[src/rtl/tlb_ctrl.sv]
// ---------------------------------------------------------------------------
// tlb_ctrl -- TLB storage and management engine
//
// Owns the TLB entry array. Executes the CP0 TLB instructions TLBR, TLBWI,
// TLBWR and TLBP, and maintains the CP0 Random register. The whole array is
// driven out on `entries` so that the instruction-side and data-side
// tlb_lookup instances can translate in parallel.
//
// Ports
//   clk           in   clock
//   rst_n         in   synchronous reset, active-low
//   req_valid     in   TLB instruction request
//   req_ready     out  high only while idle; accepted on req_valid && req_ready
//   req_op        in   2'b00 TLBR, 2'b01 TLBWI, 2'b10 TLBWR, 2'b11 TLBP
//   req_index     in   CP0 Index (TLBR / TLBWI target)
//   req_entry     in   EntryHi/Lo0/Lo1 image; TLBP uses only vpn2/asid
//   cp0_wired     in   CP0 Wired
//   cp0_wired_we  in   Wired written this cycle
//   resp_valid    out  one-cycle completion pulse, no backpressure
//   resp_entry    out  entry read by TLBR; zero for the other ops
//   resp_index    out  TLBP hit index, or the index that was written
//   resp_miss     out  TLBP found no match (CP0 Index.P)
//   resp_mcheck   out  duplicate mapping detected on a write
//   random        out  CP0 Random
//   entries       out  the full entry array
//
// Build options
//   TLB_ENTRIES_NUM   default entry count (16 when not defined)
//   TLB_DUP_CHECK_EN  when defined, TLBWI/TLBWR compare the new entry against
//                     every other entry and raise resp_mcheck on a duplicate;
//                     when undefined resp_mcheck is tied low.
// ---------------------------------------------------------------------------

`ifndef TLB_ENTRIES_NUM
`define TLB_ENTRIES_NUM 16
`endif

package tlb_pkg;

    // One TLB entry: EntryHi (vpn2, asid), global bit and the even/odd
    // EntryLo halves.
    typedef struct packed {
        logic [18:0] vpn2;
        logic [7:0]  asid;
        logic        g;
        logic [19:0] pfn0;
        logic [2:0]  c0;
        logic        d0;
        logic        v0;
        logic [19:0] pfn1;
        logic [2:0]  c1;
        logic        d1;
        logic        v1;
    } tlb_entry_t;

endpackage

module tlb_ctrl
    import tlb_pkg::*;
#(
    parameter int  ENTRIES = `TLB_ENTRIES_NUM,
    localparam int IW      = $clog2(ENTRIES)
) (
    input  logic                        clk,
    input  logic                        rst_n,
    input  logic                        req_valid,
    output logic                        req_ready,
    input  logic [1:0]                  req_op,
    input  logic [IW-1:0]               req_index,
    input  tlb_entry_t                  req_entry,
    input  logic [IW-1:0]               cp0_wired,
    input  logic                        cp0_wired_we,
    output logic                        resp_valid,
    output tlb_entry_t                  resp_entry,
    output logic [IW-1:0]               resp_index,
    output logic                        resp_miss,
    output logic                        resp_mcheck,
    output logic [IW-1:0]               random,
    output tlb_entry_t [ENTRIES-1:0]    entries
);

    localparam logic [IW-1:0] LAST_IDX = IW'(ENTRIES - 1);

    typedef enum logic [1:0] {
        OP_TLBR  = 2'b00,
        OP_TLBWI = 2'b01,
        OP_TLBWR = 2'b10,
        OP_TLBP  = 2'b11
    } tlb_op_e;

    typedef enum logic [1:0] {
        ST_IDLE,
        ST_PROBE,
        ST_RESP
    } state_e;

    state_e                   state_q, state_d;
    tlb_entry_t [ENTRIES-1:0] entries_q, entries_d;
    logic [IW-1:0]            scan_idx_q, scan_idx_d;
    logic [18:0]              probe_vpn2_q, probe_vpn2_d;
    logic [7:0]               probe_asid_q, probe_asid_d;
    logic [IW-1:0]            random_q, random_d;
    tlb_entry_t               resp_entry_q, resp_entry_d;
    logic [IW-1:0]            resp_index_q, resp_index_d;
    logic                     resp_miss_q, resp_miss_d;
    logic                     resp_mcheck_q, resp_mcheck_d;

    tlb_op_e                  op;
    logic [IW-1:0]            write_idx;
    logic                     probe_hit;
    logic                     dup_hit;

    // Shared match rule for TLBP and the duplicate check. extra_g lets the
    // incoming entry's global bit widen the match for the duplicate check.
    function automatic logic entry_match(input tlb_entry_t  ent,
                                         input logic [18:0] vpn2,
                                         input logic [7:0]  asid,
                                         input logic        extra_g);
        return (ent.vpn2 == vpn2) && ((ent.asid == asid) || ent.g || extra_g);
    endfunction

    assign op        = tlb_op_e'(req_op);
    // TLBWR targets the Random value present at the accept edge, before
    // Random itself steps on that same edge.
    assign write_idx = (op == OP_TLBWR) ? random_q : req_index;
    assign probe_hit = entry_match(entries_q[scan_idx_q], probe_vpn2_q, probe_asid_q, 1'b0);

`ifdef TLB_DUP_CHECK_EN
    // Parallel compare of the incoming entry against every entry except the
    // one about to be overwritten.
    always_comb begin
        dup_hit = 1'b0;
        for (int i = 0; i < ENTRIES; i++) begin
            if ((IW'(i) != write_idx) &&
                entry_match(entries_q[i], req_entry.vpn2, req_entry.asid, req_entry.g)) begin
                dup_hit = 1'b1;
            end
        end
    end
`else
    assign dup_hit = 1'b0;
`endif

    // Next-state logic: FSM transitions, entry writes, probe scan, response
    // capture and the free-running Random counter.
    always_comb begin
        state_d       = state_q;
        entries_d     = entries_q;
        scan_idx_d    = scan_idx_q;
        probe_vpn2_d  = probe_vpn2_q;
        probe_asid_d  = probe_asid_q;
        resp_entry_d  = resp_entry_q;
        resp_index_d  = resp_index_q;
        resp_miss_d   = resp_miss_q;
        resp_mcheck_d = resp_mcheck_q;

        if (cp0_wired_we || (random_q <= cp0_wired)) begin
            random_d = LAST_IDX;
        end else begin
            random_d = random_q - 1'b1;
        end

        unique case (state_q)
            ST_IDLE: begin
                if (req_valid) begin
                    unique case (op)
                        OP_TLBR: begin
                            resp_entry_d  = entries_q[req_index];
                            resp_index_d  = req_index;
                            resp_miss_d   = 1'b0;
                            resp_mcheck_d = 1'b0;
                            state_d       = ST_RESP;
                        end
                        OP_TLBWI, OP_TLBWR: begin
                            entries_d[write_idx] = req_entry;
                            resp_entry_d  = '0;
                            resp_index_d  = write_idx;
                            resp_miss_d   = 1'b0;
                            resp_mcheck_d = dup_hit;
                            state_d       = ST_RESP;
                        end
                        OP_TLBP: begin
                            probe_vpn2_d = req_entry.vpn2;
                            probe_asid_d = req_entry.asid;
                            scan_idx_d   = '0;
                            state_d      = ST_PROBE;
                        end
                        default: state_d = ST_IDLE;
                    endcase
                end
            end
            ST_PROBE: begin
                // Response registers are only updated on the way into RESP so
                // they keep their previous values while the scan runs.
                if (probe_hit) begin
                    resp_entry_d  = '0;
                    resp_index_d  = scan_idx_q;
                    resp_miss_d   = 1'b0;
                    resp_mcheck_d = 1'b0;
                    state_d       = ST_RESP;
                end else if (scan_idx_q == LAST_IDX) begin
                    resp_entry_d  = '0;
                    resp_index_d  = '0;
                    resp_miss_d   = 1'b1;
                    resp_mcheck_d = 1'b0;
                    state_d       = ST_RESP;
                end else begin
                    scan_idx_d = scan_idx_q + 1'b1;
                end
            end
            ST_RESP: state_d = ST_IDLE;
            default: state_d = ST_IDLE;
        endcase
    end

    // State register with synchronous active-low reset; reset aborts any
    // operation in flight and clears the whole array.
    always_ff @(posedge clk) begin
        if (!rst_n) begin
            state_q       <= ST_IDLE;
            entries_q     <= '0;
            scan_idx_q    <= '0;
            probe_vpn2_q  <= '0;
            probe_asid_q  <= '0;
            random_q      <= LAST_IDX;
            resp_entry_q  <= '0;
            resp_index_q  <= '0;
            resp_miss_q   <= 1'b0;
            resp_mcheck_q <= 1'b0;
        end else begin
            state_q       <= state_d;
            entries_q     <= entries_d;
            scan_idx_q    <= scan_idx_d;
            probe_vpn2_q  <= probe_vpn2_d;
            probe_asid_q  <= probe_asid_d;
            random_q      <= random_d;
            resp_entry_q  <= resp_entry_d;
            resp_index_q  <= resp_index_d;
            resp_miss_q   <= resp_miss_d;
            resp_mcheck_q <= resp_mcheck_d;
        end
    end

    assign req_ready   = (state_q == ST_IDLE);
    assign resp_valid  = (state_q == ST_RESP);
    assign resp_entry  = resp_entry_q;
    assign resp_index  = resp_index_q;
    assign resp_miss   = resp_miss_q;
    assign resp_mcheck = resp_mcheck_q;
    assign random      = random_q;
    assign entries     = entries_q;

endmodule

[config.mk]
export PLATFORM = sky130hd
export DESIGN_NAME = tlb_ctrl
export DESIGN_NICKNAME = d
export VERILOG_FILES = /design/src/rtl/tlb_ctrl.sv
export SDC_FILE = /design/constraint.sdc
export NUM_CORES = 2
export LEC_CHECK = 0
export ABC_AREA = 0
export ABC_CLOCK_PERIOD_IN_PS = 3470
export CORE_AREA = 3 3 553 555
export DETAILED_ROUTE_END_ITERATION = 8
export DIE_AREA = 0 0 556 558
export DONT_BUFFER_PORTS = 1
export MAX_ROUTING_LAYER = met4
export PLACE_DENSITY = 0.4
export SYNTH_ARGS = -nofsm -noshare
export SYNTH_HDL_FRONTEND = slang
export SYNTH_SLANG_ARGS = --single-unit
[constraint.sdc]
create_clock -name clk -period 3.47 [get_ports clk]
set_clock_uncertainty 0.1 [all_clocks]
set_input_delay 0.347 -clock clk [delete_from_list [all_inputs] [get_ports clk]]
set_output_delay 0.347 -clock clk [all_outputs]
set_load 0.02 [all_outputs]
After elaboration in Yosys (flattened, before gate mapping)
Index checks and enable logic that the tools add are counted.
{ "totals": {"input_bits": 92, "ff_bits": 1369, "out_inout_bits": 1338, "wordCells": 270} }
{ "classes": {"bitwise": 1, "addsub": 2, "reduce_logical": 16, "mux": 36, "eq_ne": 15, "magnitude_cmp": 5} }
{ "ops": {"columns": ["cell", "n"], "rows": [
  ["bitwise mux 1248 bit", 1],
  ["binary-select mux 78 bit (select 4 bit)", 2],
  ["2-to-1 mux 78 bit", 6],
  ["demux 78 bit (select 4 bit)", 1],
  ["one-hot mux 78 bit (2 select lines)", 2],
  ["2-to-1 mux 4 bit", 8],
  ["one-hot mux 4 bit (2 select lines)", 3],
  ["equality test 19 bit", 1],
  ["< comparator 4 x 5 -> 1 bit (second input constant)", 3],
  ["equality test 8 bit", 1],
  ["inequality test 2 bit (second input constant)", 4],
  ["one-hot mux 2 bit (2 select lines)", 2],
  ["AND reduction 4 bit", 2],
  ["equality test 2 bit (second input constant)", 3],
  ["2-to-1 mux 1 bit", 6],
  ["2-to-1 mux 2 bit", 3],
  ["AND reduction 3 bit", 2],
  ["AND reduction 5 bit", 1],
  ["adder 4 x 1 -> 4 bit (second input constant)", 1],
  ["equality test 2 x 1 -> 1 bit (second input constant)", 2],
  ["equality test 4 bit (second input constant)", 1],
  [">= comparator 4 x 1 -> 1 bit (second input constant)", 1],
  ["less-or-equal comparator 4 bit", 1],
  ["zero test 2 bit", 2],
  ["12 further kinds", 16]
]} }

Logic depth before layout (Yosys ltp)
{ "depth": {"depth_word": 7, "ltp_mapped": 15, "depth_no_buf": 9} }

Least setup slack after synthesis
No wires, ideal clock.
{ "synth_path": {"kind": "flip-flop to flip-flop", "start": "reg scan_idx_q[2]", "end": "reg resp_entry_q, in the netlist resp_entry[56]", "path_stages_with_launch": 15, "synth_period_minus_slack_ps": 3166, "path_buffers": 7, "path_slack_ps": 304, "setup_time_ps": 130, "arrival_ps": 2936, "required_ps": 3240, "cell_sequence": "dfxtp_1 buf_4 buf_4 buf_2 buf_2 buf_2 mux2i_1 xor2_1 nand4_1 a221oi_2 o211ai_4 a21oi_4 buf_4 buf_6 o22ai_1"} }
{ "synth_between": {"elab_chain_len": 7, "elab_cells_between_ends": 11, "classes_between": "eq/ne (4); mux (4); reduce/logical (3)"} }
{ "synth_lines": {"columns": ["item", "line", "text"], "rows": [
  ["start: declaration", "99", "logic [IW-1:0] scan_idx_q, scan_idx_d;"],
  ["start signal: assignment", "233", "scan_idx_q <= scan_idx_d;"],
  ["binary-select mux 78 bit (select 4 bit)", "126", "assign probe_hit = entry_match(entries_q[scan_idx_q], probe_vpn2_q, probe_asid_q, 1'b0);"],
  ["2-to-1 mux 78 bit (not written as such)", "126", null],
  ["equality test 8 bit", "119", "return (ent.vpn2 == vpn2) && ((ent.asid == asid) || ent.g || extra_g);"],
  ["logical OR 1 bit", "119", null],
  ["logical AND 1 bit", "119", null],
  ["inequality test 3 bit (no source line) / 2-to-1 mux 78 bit (equally long branches)", null, null],
  ["AND reduction 4 bit (no source line) / one-hot mux 78 bit (2 select lines) (equally long branches)", null, null],
  ["end signal: assignment", "237", "resp_entry_q <= resp_entry_d;"],
  ["end: declaration", "103", "tlb_entry_t resp_entry_q, resp_entry_d;"]
]} }
Several ways; a longest one is shown, not always the timed one. The select of a mux whose other input is x is not followed.
A chain may end at the register's enable or synchronous reset.

Final worst setup path
{ "layout_path": {"start": "reg scan_idx_q[0]", "end": "reg resp_entry_q, in the netlist resp_entry[56]"} }
Same word-level chain as after synthesis.

==> impl_metrics.py <==
metrics = {
    "critical_path": {
        "crit_required_ps": 4070,
        "rrSetupSlack_ps": -320,
        "worstPathArrival_ps": 4390,
        "critical_path_class": "reg -> reg",
        "worst-r2r-cell-count": 16,
        "cp-startpoint": "scan_idx_q[0]$_SDFFE_PN0P_",
        "path_max_fanout": 6,
        "regToRegEndpoint": "resp_entry[56]$_SDFFE_PN0P_",
        "end_kind": "flop",
        "r2r_start": "scan_idx_q[0]$_SDFFE_PN0P_",
        "cp-endpoint": "resp_entry[56]$_SDFFE_PN0P_",
        "cp-start-kind": "flop",
    },
    "synthesis": {
        "synth_xor_xnor_area_share": 0.00791,
        "yosysUniqueCellTypes": 63,
        "synth_compound_area_frac": 0.167,
        "synthCells": 7044,
        "synth_nets": 7146,
        "synth_edf_count": 0,
        "synth_seq_area_share": 0.426,
        "synth_area_leaders": "dfxtp_1 43%, mux4_2 17%, nand2_1 16%",
        "synthArstFlopShare": 0,
        "synth_mux_area_frac": 0.181,
        "ys_ff_latch": 1368,
        "synth_area_per_cell_sq_um": 9.12,
        "synth_top_area_cell": "dfxtp_1",
        "synthSimpleGateAreaFrac": 0.165,
        "ys.flop_type": "dfxtp_1",
        "netlist_area_sq_um": 64200,
        "synth.top_cell.area_share": 0.426,
        "yosys_warnings": 0,
        "synthAdderAreaFrac": 0.00195,
        "synth_top_family_by_area": "multiplexers",
    },
    "cells_and_area": {
        "area_delta_synth_final_pct": 30.5,
        "fillCellCount": 31971,
        "multiInputGateArea_sq_um": 34200,
        "finalNonFillerCells": 11790,
        "seq_area_sq_um": 27400,
        "drive_above_1_share": 0.192,
        "finalNetCount": 7740,
    },
    "sta": {
        "drv_slew": 0,
        "relSlewSlack": 0.0257,
        "grt_setup_unrepaired": "yes",
        "finalSetupViolCount": 88,
        "setup_ws_ps": -320,
        "period_needed_ps": 3790,
        "fin_crit_sh": 1.09,
        "whs_ps": 68.2,
        "hold_viol": 0,
        "max_freq_mhz": 264,
        "worst_slew_pin_slew_ps": 1460,
    },
    "global_route": {
        "grt_pass1_wl_mm": 559,
        "grt-ovfl-total": 0,
        "grt_pass1_vias": 58065,
        "track_usage": 0.270,
        "grt_max_degree": 1024,
        "antenna_found_initial": 56,
    },
    "floorplanning": {
        "num_io_pins": 1430,
        "num_rows": 202,
        "core-area_sq_um": 302000,
        "die_x_microns": 556,
        "fp.dieArea_sq_um": 310000,
        "start_util": 0.213,
        "die_y_microns": 558,
    },
    "drt": {
        "dr.first_iter.drc_count": 6768,
        "wl_mm": 428,
        "firstDrtPassIters": 9,
        "antenna_left": 0,
        "drc": 11,
        "vias": 60463,
        "wire_per_inst_microns": 36.3,
        "vias_per_cell": 5.13,
    },
    "clock_network": {
        "clock_sinks": 1368,
        "cts_buffers": 171,
        "clk_pin_slew_ps": 60,
        "root_buffer": "clkbuf_16",
        "cts_tree": "yes",
        "cts_buffer_depth": 4,
        "clk_latency_ps": 860,
        "htree_levels": 4,
    },
    "place": {
        "dp.cells": 10909,
        "dp_hpwl_mm": 280,
        "portBuffers": 0,
        "globalplace.congestion": 0.936,
    },
    "outcome": {
        "violations": "DRC, setup timing",
        "status": "complete, but fails checks",
    },
    "job": {
        "max_cap_viol_count": 0,
    },
    "pwr": {
        "ir_drop_mv": 0.399,
        "power_per_cell_area_nw_per_um2": 441,
        "leakage_nw": 28.7,
    },
    "hold_path": {
        "hp-class": "in -> reg",
    },
}
## where the power goes
| part | total [mW] | internal (mW) | switching (mW) |
|---|---|---|---|
| clock | 18.2 | 10.4 | 7.79 |
| combinational | 2.72 | 1.01 | 1.70 |
| sequential | 16.1 | 15.8 | 0.282 |
## cell usage after synthesis, drive strengths merged, types with 13 or more instances
master,number
nand2,2680
dfxtp,1368
a21boi,1277
clkbuf,638
mux4,481
inv,91
buf,90
mux2i,81
o22ai,80
xnor2,36
nor2,33
xor2,22
a21oi,17
nand3,16
o21ai,15
nor2b,13
## area by class of cell
type,count,area share
antenna,48,0.00143
inverter,91,0.00407
tap,3978,0.0594
multi-input combinational,4857,0.408
clock buffer,264,0.0607
sequential,1368,0.327
timing repair buffer,1149,0.135
clock inverter,35,0.00489
## registers in the layout, summed over array words and instances (netlist names)
register      cells
probe_asid_q      8
resp_miss         1
entries        1248
random            4
state_q           2
probe_vpn2_q     19
resp_entry       78
scan_idx_q        4
resp_index        4
## per-layer routing
layer / GRT usage / wire length (microns) / vias up / part of all wire
li1: - / - / 25112 / -
met1: 0.297 / 155000 / 30752 / 0.36
met2: 0.422 / 194000 / 3723 / 0.45
met3: 0.107 / 52100 / 876 / 0.12
met4: 0.138 / 25700 / 0 / 0.060
met5: - / 0 / - / 0
## worst max-delay path, cell delays in order, from the launching register on
cell,delay (ps)
dfxtp_4,370
buf_12,150
buf_4,130
nor2_2,400
buf_4,250
a22o_1,150
a221oi_2,50
xnor2_1,330
nand4_1,230
a221oi_4,400
buf_6,160
o211ai_4,80
a21oi_4,180
buf_12,180
buf_12,160
buf_16,180
o22ai_2,80
## through the flow
stage	cell area, sq um	TNS [ps]	util	setup WS [ps]	power, mW
2_1_floorplan	64200	0	-	304	17.8
3_3_place_gp	72000	-54620	0.238	-678	17.9
3_5_place_dp	72000	-53600	0.238	-678	17.9
4_1_cts	83200	-15250	0.275	-251	37.0
5_1_grt	83800	-23050	0.277	-331	38.0
6_report	83800	-19860	0.278	-320	37.0
## worst min-delay path by stage
| stage | start | endpoint | slack, ps | cells after the start |
|---|---|---|---|---|
| 4_1_cts | rst_n | entries[1181]$_SDFFE_PN0P_ | 2 | 1 |
| 5_1_grt | req_index[0] | resp_entry[40]$_SDFFE_PN0P_ | 30 | 4 |
| 2_1_floorplan | probe_asid_q[5]$_SDFFE_PN0P_ | probe_asid_q[5]$_SDFFE_PN0P_ | 360 | 2 |
| 3_5_place_dp | probe_asid_q[5]$_SDFFE_PN0P_ | probe_asid_q[5]$_SDFFE_PN0P_ | 380 | 2 |
| 6_report | req_index[0] | resp_entry[40]$_SDFFE_PN0P_ | 70 | 4 |
| 3_3_place_gp | probe_asid_q[6]$_SDFFE_PN0P_ | probe_asid_q[6]$_SDFFE_PN0P_ | 370 | 2 |
## logic make-up (layout without fill, tap and decap cells)
family | Yosys count | in the layout
buffers and inverters | 819 | 1539
AOI/OAI and AO/OA | 1443 | 1443
muxes | 563 | 563
other | 1 | 49
and+or+nand+nor | 2782 | 2782
adders and majority gates | 10 | 10
xor gates and xnor gates | 58 | 58
DFF | 1368 | 1368
## repair_timing
item,4_1_cts,5_1_grt
buffers inserted,21,7
hold buffers,491,0
gates resized for setup,39,41
cloned,6,5
setup endpoints to repair,89,110
pin swaps,9,5
endpoints found under the hold margin,1358,0
## cell usage in the layout, fill, tap and decap left out, types with 5 or more instances in the layout
master	Yosys	layout
clkbuf_8	0	42
nor2_1	32	15
buf_6	9	7
nand2_1	2680	2663
nand2_4	0	17
buf_16	0	19
a21boi_0	1277	1277
diode_2	0	48
dlygate4sd3_1	0	479
buf_4	11	561
clkbuf_1	637	49
clkinv_2	0	16
buf_12	0	76
o22ai_2	0	17
o22ai_1	80	63
dfxtp_1	1368	1364
o21ai_0	11	10
a21oi_1	16	14
a22oi_1	8	8
nor2b_1	13	11
a31oi_1	6	5
a22o_1	5	5
inv_1	90	90
nor3_1	10	7
xnor2_1	36	35
nand3_1	16	14
ha_1	10	10
clkbuf_16	0	176
mux4_2	481	481
xor2_1	22	21
mux2i_1	81	76
nor2_4	0	17
(Power assumes the default switching activity.)
